`src/rtl/led_driver.sv`:
```
// Multi-channel LED driver: per-channel OFF/ON/PWM/BLINK modes.
// Duty values are double-buffered and only take effect at a PWM period
// boundary. Outputs are registered, and their polarity can be inverted
// so they can drive active-low pins directly.
module led_driver #(
  parameter int CHANNELS   = 3,
  parameter int PWM_BITS   = 8,
  parameter int PRESCALE   = 1,
  parameter int BLINK_BIT  = 23,
  parameter bit ACTIVE_LOW = 1'b1,
  localparam int CW        = (CHANNELS > 1) ? $clog2(CHANNELS) : 1
) (
  input  logic                clk_48mhz,
  input  logic                reset,
  input  logic                wr_en,
  input  logic [CW-1:0]       wr_ch,
  input  logic [1:0]          wr_mode,
  input  logic [PWM_BITS-1:0] wr_duty,
  output logic [CHANNELS-1:0] led_out,
  output logic                pwm_wrap
);

  localparam int PSW = (PRESCALE > 1) ? $clog2(PRESCALE) : 1;

  typedef enum logic [1:0] {
    MODE_OFF   = 2'd0,
    MODE_ON    = 2'd1,
    MODE_PWM   = 2'd2,
    MODE_BLINK = 2'd3
  } mode_t;

  logic [PSW-1:0]      presc_cnt;
  logic                tick;
  logic [PWM_BITS-1:0] pwm_cnt;
  logic                wrap;
  logic [BLINK_BIT:0]  blink_cnt;
  logic                blink_phase;

  mode_t               mode        [CHANNELS];
  logic [PWM_BITS-1:0] duty_shadow [CHANNELS];
  logic [PWM_BITS-1:0] duty_active [CHANNELS];
  logic [CHANNELS-1:0] lit;

  // With PRESCALE = 1 the compare value is 0 and the counter never leaves 0,
  // so tick is permanently high.
  assign tick        = (presc_cnt == PSW'(PRESCALE - 1));
  assign wrap        = tick && (pwm_cnt == {PWM_BITS{1'b1}});
  assign blink_phase = blink_cnt[BLINK_BIT];

  // Prescaler: divides the clock down to one PWM step per tick.
  always_ff @(posedge clk_48mhz) begin
    if (reset)     presc_cnt <= '0;
    else if (tick) presc_cnt <= '0;
    else           presc_cnt <= presc_cnt + 1'b1;
  end

  // PWM counter: advances on tick and wraps naturally at its width.
  always_ff @(posedge clk_48mhz) begin
    if (reset)     pwm_cnt <= '0;
    else if (tick) pwm_cnt <= pwm_cnt + 1'b1;
  end

  // Blink counter: free-running; its top bit is the blink phase.
  always_ff @(posedge clk_48mhz) begin
    if (reset) blink_cnt <= '0;
    else       blink_cnt <= blink_cnt + 1'b1;
  end

  // Channel registers: mode and shadow duty load on a write. Active duty
  // loads only at the wrap edge, taking a same-edge write directly so that
  // the write is not delayed by a whole period.
  always_ff @(posedge clk_48mhz) begin
    if (reset) begin
      for (int i = 0; i < CHANNELS; i++) begin
        mode[i]        <= MODE_OFF;
        duty_shadow[i] <= '0;
        duty_active[i] <= '0;
      end
    end else begin
      for (int i = 0; i < CHANNELS; i++) begin
        if (wr_en && (wr_ch == CW'(i))) begin
          mode[i]        <= mode_t'(wr_mode);
          duty_shadow[i] <= wr_duty;
        end
        if (wrap) begin
          if (wr_en && (wr_ch == CW'(i))) duty_active[i] <= wr_duty;
          else                            duty_active[i] <= duty_shadow[i];
        end
      end
    end
  end

  // Lit decision per channel, evaluated from the current (pre-edge) state.
  always_comb begin
    lit = '0;
    for (int i = 0; i < CHANNELS; i++) begin
      case (mode[i])
        MODE_OFF:   lit[i] = 1'b0;
        MODE_ON:    lit[i] = 1'b1;
        MODE_PWM:   lit[i] = (pwm_cnt < duty_active[i]);
        MODE_BLINK: lit[i] = blink_phase && (pwm_cnt < duty_active[i]);
        default:    lit[i] = 1'b0;
      endcase
    end
  end

  // Registered outputs: polarity-adjusted LED drive and period-start pulse.
  always_ff @(posedge clk_48mhz) begin
    if (reset) begin
      led_out  <= {CHANNELS{ACTIVE_LOW}};
      pwm_wrap <= 1'b0;
    end else begin
      led_out  <= lit ^ {CHANNELS{ACTIVE_LOW}};
      pwm_wrap <= wrap;
    end
  end

endmodule

```
`config.mk`:
```
export PLATFORM = sky130hd
export DESIGN_NAME = led_driver
export DESIGN_NICKNAME = d
export VERILOG_FILES = /design/src/rtl/led_driver.sv
export SDC_FILE = /design/constraint.sdc
export NUM_CORES = 1
export LEC_CHECK = 0
export BUFFER_PORTS_ARGS = -buffer_cell sky130_fd_sc_hd__buf_2
export CAP_MARGIN = 0
export CORE_UTILIZATION = 50
export CTS_CLUSTER_SIZE = 10
export DETAILED_ROUTE_END_ITERATION = 8
export PLACE_DENSITY = 0.63
export SLEW_MARGIN = 20
export SYNTH_ARGS = -nofsm -noshare
export SYNTH_HDL_FRONTEND = slang
export SYNTH_SLANG_ARGS = --single-unit
```
`constraint.sdc`:
```
create_clock -name clk_48mhz -period 2.36 [get_ports clk_48mhz]
set_clock_uncertainty 0.2 [all_clocks]
set_input_delay 0.472 -clock clk_48mhz [delete_from_list [all_inputs] [get_ports clk_48mhz]]
set_output_delay 0.472 -clock clk_48mhz [all_outputs]
set_load 0.01 [all_outputs]
```
## Word-level counts from Yosys, hierarchy flattened

Memories as Yosys holds them, arrays and structs flattened.
Cells that the tools add are included.

| operators by class | value |
|---|---|
| $add $sub $neg | 3 |
| $lt $le $gt $ge | 3 |
| eq/ne operators | 12 |
| muxes and demuxes | 47 |
| bitwise gates (word level) | 14 |
| reduce and logical (&&, ||, !) cells | 12 |

Operator list:

| operator | count |
|---|---|
| 8-bit 2-to-1 mux | 9 |
| 1-bit 2-to-1 mux | 32 |
| 24-bit by 1-bit adder with 24-bit output (second input constant) | 1 |
| 8-bit less-than comparator | 3 |
| 2-bit == test (second input constant) | 7 |
| 1-bit OR | 12 |
| 1-bit case mux with 4 select lines | 3 |
| 8-bit by 1-bit adder with 8-bit output (second input constant) | 1 |
| 2-bit by 1-bit == test with 1-bit output (second input constant) | 4 |
| 8-bit == test (second input constant) | 1 |
| 2-bit zero test | 4 |
| 1-bit logical AND | 7 |
| 2-bit 2-to-1 mux | 3 |
| 3-bit inverter | 1 |
| 2-bit OR reduction | 1 |
| 1-bit adder (second input constant) | 1 |
| 1-bit inverter | 1 |

| word-level totals | value |
|---|---|
| bits in registers | 37 |
| RAM bits | 54 |
| bits of input ports | 15 |
| memories kept | 3 |

Memory list:

| name | depth | width | read ports | clocked after Yosys merged registers in | write ports | RTL line | text |
|---|---|---|---|---|---|---|---|
| duty_active | 3 | 8 | 3 | 0 | 3 | 41 | `logic [PWM_BITS-1:0] duty_active [CHANNELS];` |
| duty_shadow | 3 | 8 | 3 | 0 | 3 | 40 | `logic [PWM_BITS-1:0] duty_shadow [CHANNELS];` |
| mode | 3 | 2 | 3 | 0 | 3 | 39 | `mode_t mode [CHANNELS];` |

## Logic depth before layout (Yosys ltp)

Gate-level depths: netlist of the first run.

| depth | value |
|---|---|
| word-level depth | 8 |
| gate-level depth with buffers | 6 |
| mapped depth without buffers | 6 |

## Worst setup path before layout of the first run

No wires, ideal clock.

| timing | value |
|---|---|
| kind | register to register |
| start | register pwm_cnt[0] |
| end | memory duty_active[0][0] (enable) |
| arrival time | 1416 ps |
| data required time | 1794 ps |
| path slack | 379 ps |
| stages on the path, launching flop included | 5 |
| path through | dfxtp_1 ha_1 nor2b_1 and3_1 a31o_2 |

RTL lines:

| what | RTL line | text |
|---|---|---|
| from (decl) | 34 | `logic [PWM_BITS-1:0] pwm_cnt;` |
| from (signal assigned) | 60 | `else if (tick) pwm_cnt <= pwm_cnt + 1'b1;` |
| to (decl) | 41 |  |

==> results of run 1 <==
## power by group through the flow
stage	Clock [uW]	Combinational, uW	Sequential [uW]
after detailed placement	0	192	1820
after floorplan	0	124	1810
after global routing	1180	215	1800
after global placement	0	188	1820
after CTS	1120	193	1790
final	1090	189	1790
## Yosys cell counts, drive strengths merged (2+ instances only)
| cell type | number |
|---|---|
| and2 | 11 |
| nand3b | 2 |
| nor4b | 2 |
| ha | 23 |
| xor2 | 15 |
| nand2b | 2 |
| o31ai | 10 |
| nor2 | 57 |
| nand3 | 13 |
| xnor2 | 4 |
| or4 | 7 |
| dfxtp | 37 |
| edfxtp | 54 |
| buf | 6 |
| and3 | 3 |
| or3 | 3 |
| o21ai | 8 |
| clkbuf | 7 |
| nand4 | 10 |
| and4 | 5 |
| inv | 25 |
| a21oi | 17 |
| nor2b | 7 |
| nand2 | 8 |
| mux2i | 25 |
## worst max path at each step
stage	startpoint	to	slack, ns	depth (start not counted)
global route	pwm_cnt[0]	duty_active[2][6]	0.09	6
finish	pwm_cnt[1]	duty_active[1][0]	0.28	5
global placement	wr_ch[1]	mode[0][3]	0.06	4
CTS	pwm_cnt[0]	duty_active[0][3]	0.25	5
floorplan	pwm_cnt[0]	duty_active[0][0]	0.38	4
detailed placement	wr_ch[1]	duty_shadow[0][14]	0.02	4
## worst max-delay path, cell delays in order, from the launching register on
cell,delay (ns)
dfxtp_1,0.46
ha_1,0.18
nor2b_1,0.28
and3_1,0.28
a31o_2,0.21
buf_12,0.18
## cell families after synthesis
family / synth area share, %
xor gates and xnor gates: 3.98
and+or+nand+nor: 17.2
muxes: 5.98
buffers and inverters: 3.71
AOI/OAI and AO/OA: 5.71
DFF: 56.4
adders and majority gates: 6.88
other: 0.0896
## cell type report
type	instances	area (sq um)
fill	719	3550
sequential	91	2360
multi-input combinational	243	1670
timing repair buffer	25	155
tap	105	131
clock buffer	9	124
inverter	25	93.8
clock inverter	7	86.3
## state kept, by name (all words and copies together) (netlist names)
name         cells
blink_cnt       24
duty_shadow     24
mode             6
pwm_cnt          8
presc_cnt        1
pwm_wrap         1
duty_active     24
led_out          3
## metal layers
layer	track usage, %	up-vias	wire length (um)
li1	-	1374	-
met1	22.9	1238	3330
met2	30.0	39	3500
met3	4.47	19	198
met4	9.49	0	227
met5	0	-	0
## per-stage QoR
| step | setup WS, ns | instance area, sq um |
|---|---|---|
| finish | 0.278 | 4620 |
| global route | 0.0941 | 4620 |
| CTS | 0.250 | 4620 |
| detailed placement | 0.0173 | 4410 |
| global placement | 0.0614 | 4410 |
| floorplan | 0.379 | 4190 |
==> results.sh, run 1 <==
export IMPL_power_per_cell_area_nw_per_um2=664
export IMPL_r2r_start="pwm_cnt[1]"
export IMPL_ys_warn_count=0
export IMPL_clock_latency_ns=0.37
export IMPL_p_sw_uw=727
export IMPL_fin_setup_tns_ns=0
export IMPL_pwr_share_comb_pct=6.2
export IMPL_grt_ovfl_total=0
export IMPL_finalCritPeriodShare_pct=88.2
export IMPL_synthArstFlopShare_pct=0
export IMPL_min_period_ns=2.08
export IMPL_start_util_pct=51.2
export IMPL_final_common_cell="nor2_1"
export IMPL_ir_worst_vdd_mv=0.394
export IMPL_relSlewSlack_pct=34.0
export IMPL_hold_viol=0
export IMPL_final_cell_mix="nor2_1 (57), edfxtp_1 (54), dfxtp_1 (37)"
export IMPL_whs_path_depth=2
export IMPL_synth_seq_area_share_pct=56.4
export IMPL_startpoint_type="register"
export IMPL_r2r_slack_ns=0.28
export IMPL_cts_hold_buffers_added=0
export IMPL_dp_cells=489
export IMPL_ant_nets=0
export IMPL_ys_types=41
export IMPL_r2r_cells=5
export IMPL_drt_total_wl_um=7250
export IMPL_grt_max_degree=39
export IMPL_final_util_pct=56.5
export IMPL_gp_congestion=0.718
export IMPL_status="complete, no violations"
export IMPL_leakage_uw=0.00185
export IMPL_antenna_found_initial=0
export IMPL_drc_errors=0
export IMPL_die_y_um=93.5
export IMPL_required_ns=2.23
export IMPL_clk_pin_slew_ns=0.10
export IMPL_synthTopCellsByArea="edfxtp_1 (39%), dfxtp_1 (18%), ha_1 (6.9%)"
export IMPL_intPower_uw=2340
export IMPL_hp_class="in -> reg"
export IMPL_cp_data_arrival_time_ns=1.96
export IMPL_layout_drive_gt1_share_pct=11.3
export IMPL_first_pass_iters=4
export IMPL_report_final_slew_viol_count=0
export IMPL_synth_top_area_share_pct=38.7
export IMPL_holdPathEnd="mode[0][3]"
export IMPL_core_area_sq_um=8180
export IMPL_ys_ff_latch=91
export IMPL_htreeDepth=3
export IMPL_synth_area_sq_um=4190
export IMPL_grt_pass1_vias=2524
export IMPL_nNetsFinal=433
export IMPL_cts_inserted_buffers=9
export IMPL_finalNonFillerCells=505
export IMPL_post_cts_resized=0
export IMPL_cts_tree="done"
export IMPL_die_width_um=93.5
export IMPL_synth_edf_count=54
export IMPL_synth_top_area_cell="edfxtp_1"
export IMPL_ys_flop_type="edfxtp_1"
export IMPL_portBuffers=18
export IMPL_power_frac_clock_pct=35.6
export IMPL_max_freq_mhz=480
export IMPL_worst_pin_slew_ns=0.983
export IMPL_num_rows=33
export IMPL_drtIter0Drc=69
export IMPL_track_usage_pct=18.5
export IMPL_place_detailed_hpwl_um=5290
export IMPL_cts_buffer_depth=2
export IMPL_r2r_end="duty_active[1][0]"
export IMPL_p_sw_share_pct=23.7
export IMPL_cts_setup_buffers=0
export IMPL_wl_per_cell_um=14.4
export IMPL_synthCells=372
export IMPL_seqPwrFrac_pct=58.2
export IMPL_grt_pass1_wl_um=12100
export IMPL_rsz0062_at_grt="false"
export IMPL_setup_viol=0
export IMPL_timing_max_cap_violations=0
export IMPL_min_delay_start="wr_mode[1]"
export IMPL_diodes=0
export IMPL_vias=2670
export IMPL_end_kind="register"
export IMPL_viasPerCell=5.29
export IMPL_power_uw=3070
export IMPL_ctsRootBufferMaster="clkbuf_8"
export IMPL_synth_fp_nets=410
export IMPL_cts_sinks=91
export IMPL_avgSynthCellArea_sq_um=11.3
export IMPL_whs_ns=0.240
export IMPL_area_growth_pct=10.4
export IMPL_crit_fanout=24
export IMPL_criticalPathCategory="reg -> reg"
export IMPL_dieArea_sq_um=8740
export IMPL_ios=19
Note: power is estimated with default switching activity, not from simulation.
==> run 2, diff against run 1 <==
==> constraint.sdc (replaced) <==
create_clock -name clk_48mhz -period 2.4 [get_ports clk_48mhz]
set_clock_uncertainty 0.2 [all_clocks]
set_input_delay 0.48 -clock clk_48mhz [delete_from_list [all_inputs] [get_ports clk_48mhz]]
set_output_delay 0.48 -clock clk_48mhz [all_outputs]
set_load 0.01 [all_outputs]
==> results.sh, run 2 (synthesized netlist as in run 1, its figures left out) <==
export IMPL_status="complete, no violations"
export IMPL_dieArea_sq_um=8740
export IMPL_fin_setup_tns_ns=0
export IMPL_grt_pass1_vias=2624
export IMPL_vias=2674
export IMPL_drc_errors=0
export IMPL_max_freq_mhz=467
export IMPL_worst_pin_slew_ns=0.972
export IMPL_place_detailed_hpwl_um=5270
export IMPL_leakage_uw=0.00186
export IMPL_die_width_um=93.5
export IMPL_start_util_pct=51.2
export IMPL_hold_viol=0
export IMPL_setup_viol=0
export IMPL_cts_inserted_buffers=9
export IMPL_diodes=0
export IMPL_cp_data_arrival_time_ns=1.97
export IMPL_grt_ovfl_total=0
export IMPL_slowest_delay_ns=0.46
export IMPL_finalCritPeriodShare_pct=89.2
export IMPL_cts_buffer_depth=2
export IMPL_timing_max_cap_violations=0
export IMPL_whs_ns=0.257
export IMPL_viasPerCell=5.30
export IMPL_ant_nets=0
export IMPL_crit_fanout=24
export IMPL_clock_latency_ns=0.36
export IMPL_gp_congestion=0.766
export IMPL_design_area_sq_um=4640
export IMPL_ir_worst_vdd_mv=0.542
export IMPL_cts_tree="done"
export IMPL_clk_pin_slew_ns=0.10
export IMPL_num_rows=33
export IMPL_final_common_cell="nor2_1"
export IMPL_placed_area_sq_um=4400
export IMPL_core_area_sq_um=8180
export IMPL_report_final_slew_viol_count=0
export IMPL_drtIter0Drc=105
export IMPL_rsz0062_at_grt="false"
export IMPL_grt_pass1_wl_um=12600
export IMPL_cts_sinks=91
export IMPL_crit_family="simple AND/OR/NAND/NOR gates"
export IMPL_die_y_um=93.5
export IMPL_area_growth_pct=11.0
export IMPL_layout_drive_gt1_share_pct=11.3
export IMPL_wl_per_cell_um=14.8
export IMPL_cts_hold_buffers_added=0
export IMPL_reg_largest_list="blink_cnt: 24 flops, duty_active: 24 flops, duty_shadow: 24 flops"
export IMPL_track_usage_pct=19.0
export IMPL_n_fill_cell=718
export IMPL_cts_setup_buffers=0
export IMPL_ctsRootBufferMaster="clkbuf_8"
export IMPL_antenna_found_initial=0
export IMPL_criticalPathCategory="reg -> reg"
export IMPL_final_cell_mix="nor2_1 (57), edfxtp_1 (54), dfxtp_1 (37)"
export IMPL_dp_cells=489
export IMPL_power_per_cell_area_nw_per_um2=688
export IMPL_final_util_pct=56.8
export IMPL_post_cts_resized=0
export IMPL_crit_chain="ha_1, nor2b_1, and3_1, a31o_2, buf_4"
export IMPL_finalNonFillerCells=505
export IMPL_startpoint_type="register"
export IMPL_path_buf_inv=1
export IMPL_htreeDepth=3
export IMPL_relSlewSlack_pct=34.8
export IMPL_min_period_ns=2.14
export IMPL_required_ns=2.23
export IMPL_crit_path_top_delay_cell="dfxtp_1"
export IMPL_end_kind="register"
export IMPL_first_pass_iters=4
export IMPL_nNetsFinal=433
export IMPL_cp_depth=5
export IMPL_ios=19
export IMPL_drt_total_wl_um=7480
export IMPL_whs_path_depth=2
export IMPL_hp_class="in -> reg"
export IMPL_r2r_cells=5
export IMPL_grt_max_degree=39
export IMPL_portBuffers=18
run 2: metrics by stage:
step / total power [uW] / worst slack [ns]
after CTS: 3220 / 0.203
after global routing: 3310 / 0.103
after detailed placement: 1980 / 0.0762
after global placement: 1970 / 0.0896
final: 3200 / 0.258
after floorplan: 1910 / 0.419
run 2: report_power, final:
group	total [uW]	switching (uW)	internal, uW
registers	1760	32.1	1720
logic	184	108	75.7
clock network	1260	557	699
run 2: cell type report:
cell class	instances	area, sq um	share of cell area (%)
Sequential cell	91	2360	50.9
Multi-Input combinational cell	243	1670	35.9
Timing Repair Buffer	25	143	3.07
Tap cell	105	131	2.83
Clock buffer	9	124	2.67
Clock inverter	7	123	2.64
Inverter	25	93.8	2.02
run 2: final timing paths:
check	startpoint	end	slack, ns
max	pwm_cnt[1]	duty_active[2][3]	0.26
min	wr_mode[0]	mode[0][2]	0.26
max reg2reg	pwm_cnt[1]	duty_active[2][3]	0.26
min reg2reg	blink_cnt[0]	blink_cnt[0]	0.27
run 2: routing by layer:
layer	track usage, %	share of wire, %	routed length, um
met1	23.4	47	3530
met3	4.07	2.2	163
met2	32.6	49	3700
met4	7.18	1.2	91
met5	0	0	0
==> run 3, diff against run 2 <==
--- a/config.mk
+++ b/config.mk
@@ -7,6 +7,7 @@
 export LEC_CHECK = 0
 export BUFFER_PORTS_ARGS = -buffer_cell sky130_fd_sc_hd__buf_2
 export CAP_MARGIN = 0
+export CORE_ASPECT_RATIO = 2
 export CORE_UTILIZATION = 50
 export CTS_CLUSTER_SIZE = 10
 export DETAILED_ROUTE_END_ITERATION = 8
==> results.sh, run 3 (synthesized netlist as in run 1, its figures left out) <==
export IMPL_status="complete, no violations"
export IMPL_final_util_pct=58.6
export IMPL_timing_max_cap_violations=0
export IMPL_drc_errors=0
export IMPL_rsz0062_at_grt="false"
export IMPL_clk_pin_slew_ns=0.06
export IMPL_relSlewSlack_pct=54.3
export IMPL_seqPwrFrac_pct=53.6
export IMPL_final_cell_mix="nor2_1 (57), edfxtp_1 (54), dfxtp_1 (37)"
export IMPL_layout_drive_gt1_share_pct=10.9
export IMPL_grt_pass1_vias=2688
export IMPL_crit_chain="ha_1, nor2b_1, and3_1, a31o_2, buf_4"
export IMPL_end_kind="register"
export IMPL_cp_data_arrival_time_ns=1.91
export IMPL_grt_pass1_wl_um=12600
export IMPL_route_met3_wl_um=133
export IMPL_cts_tree="done"
export IMPL_post_cts_resized=0
export IMPL_first_pass_iters=4
export IMPL_hold_viol=0
export IMPL_htreeDepth=3
export IMPL_final_common_cell="nor2_1"
export IMPL_dieArea_sq_um=8760
export IMPL_cts_buffer_depth=2
export IMPL_drt_total_wl_um=7650
export IMPL_cts_setup_buffers=0
export IMPL_diodes=0
export IMPL_die_width_um=66.7
export IMPL_ir_worst_vdd_mv=0.771
export IMPL_fin_setup_tns_ns=0
export IMPL_place_detailed_hpwl_um=5890
export IMPL_intPower_uw=2610
export IMPL_die_y_um=131
export IMPL_viasPerCell=5.33
export IMPL_required_ns=2.21
export IMPL_cts_inserted_buffers=9
export IMPL_p_sw_share_pct=20.4
export IMPL_ctsRootBufferMaster="clkbuf_16"
export IMPL_pwr_share_comb_pct=5.7
export IMPL_route_met2_wl_um=4540
export IMPL_area_growth_pct=12.1
export IMPL_wl_per_cell_um=15.3
export IMPL_n_fill_cell=673
export IMPL_reg_largest_list="blink_cnt: 24 flops, duty_active: 24 flops, duty_shadow: 24 flops"
export IMPL_crit_fanout=24
export IMPL_m1WireLength_um=2730
export IMPL_antenna_found_initial=0
export IMPL_ios=19
export IMPL_crit_path_top_delay_cell="dfxtp_1"
export IMPL_startpoint_type="register"
export IMPL_start_util_pct=52.3
export IMPL_grt_ovfl_total=0
export IMPL_drtIter0Drc=96
export IMPL_report_final_slew_viol_count=0
export IMPL_grt_max_degree=27
export IMPL_criticalPathCategory="reg -> reg"
export IMPL_power_frac_clock_pct=40.7
export IMPL_min_period_ns=2.10
export IMPL_cts_sinks=91
export IMPL_power_per_cell_area_nw_per_um2=699
export IMPL_clock_latency_ns=0.33
export IMPL_gp_congestion=0.762
export IMPL_hp_class="reg -> reg"
export IMPL_top_layer_used="met4"
export IMPL_setup_viol=0
export IMPL_core_area_sq_um=8000
export IMPL_max_freq_mhz=476
export IMPL_finalCritPeriodShare_pct=87.5
export IMPL_track_usage_pct=19.7
export IMPL_slowest_delay_ns=0.45
export IMPL_ant_nets=0
export IMPL_p_sw_uw=669
export IMPL_vias=2662
export IMPL_num_rows=46
export IMPL_cts_hold_buffers_added=0
export IMPL_worst_pin_slew_ns=0.684
export IMPL_portBuffers=18
export IMPL_leakage_uw=0.00189
export IMPL_nNetsFinal=436
[run 3: worst paths after layout]
| check | start | to | slack [ns] | cells after the start |
|---|---|---|---|---|
| min reg2reg | blink_cnt[0] | blink_cnt[0] | 0.27 | 1 |
| min | blink_cnt[0] | blink_cnt[0] | 0.27 | 1 |
| max | pwm_cnt[0] | duty_active[0][4] | 0.30 | 5 |
| max reg2reg | pwm_cnt[0] | duty_active[0][4] | 0.30 | 5 |
[run 3: power groups by stage]
| stage | Combinational, uW | Sequential [uW] | Clock (uW) |
|---|---|---|---|
| finish | 188 | 1760 | 1340 |
| global route | 212 | 1760 | 1410 |
| CTS | 192 | 1760 | 1360 |
| detailed placement | 191 | 1790 | 0 |
| global placement | 187 | 1790 | 0 |
| floorplan | 122 | 1780 | 0 |
[run 3: worst max-delay path, delay by kind of cell (launching register included)]
family,cells,cell delay (ns)
fa+ha+maj,1,0.19
flops,1,0.45
compound gates,1,0.17
simple gates,2,0.49
buf+inv,1,0.28
[run 3: cell type report]
cell class / count / area [sq um] / share of cell area [%]
tap: 96 / 120 / 2.56
multi-input combinational: 243 / 1670 / 35.5
inverter: 25 / 93.8 / 2.00
clock inverter: 3 / 42.5 / 0.907
sequential: 91 / 2360 / 50.3
clock buffer: 13 / 240 / 5.12
timing repair buffer: 28 / 165 / 3.52
[run 3: stage by stage]
| stage | setup slack, ns | power, uW | instances | hold slack [ns] | instance area [sq um] |
|---|---|---|---|---|---|
| finish | 0.299 | 3280 | 499 | 0.266 | 4690 |
| global route | 0.104 | 3390 | 499 | 0.290 | 4690 |
| CTS | 0.299 | 3310 | 499 | 0.278 | 4690 |
| detailed placement | 0.0980 | 1980 | 483 | 0.270 | 4410 |
| global placement | 0.136 | 1970 | 483 | 0.239 | 4410 |
| floorplan | 0.419 | 1910 | 372 | 0.216 | 4190 |
[run 3: layer usage]
metal	GRT usage, %	vias up
li1	-	1376
met1	17.6	1245
met2	38.4	28
met3	3.47	13
met4	10.0	0
met5	0	-
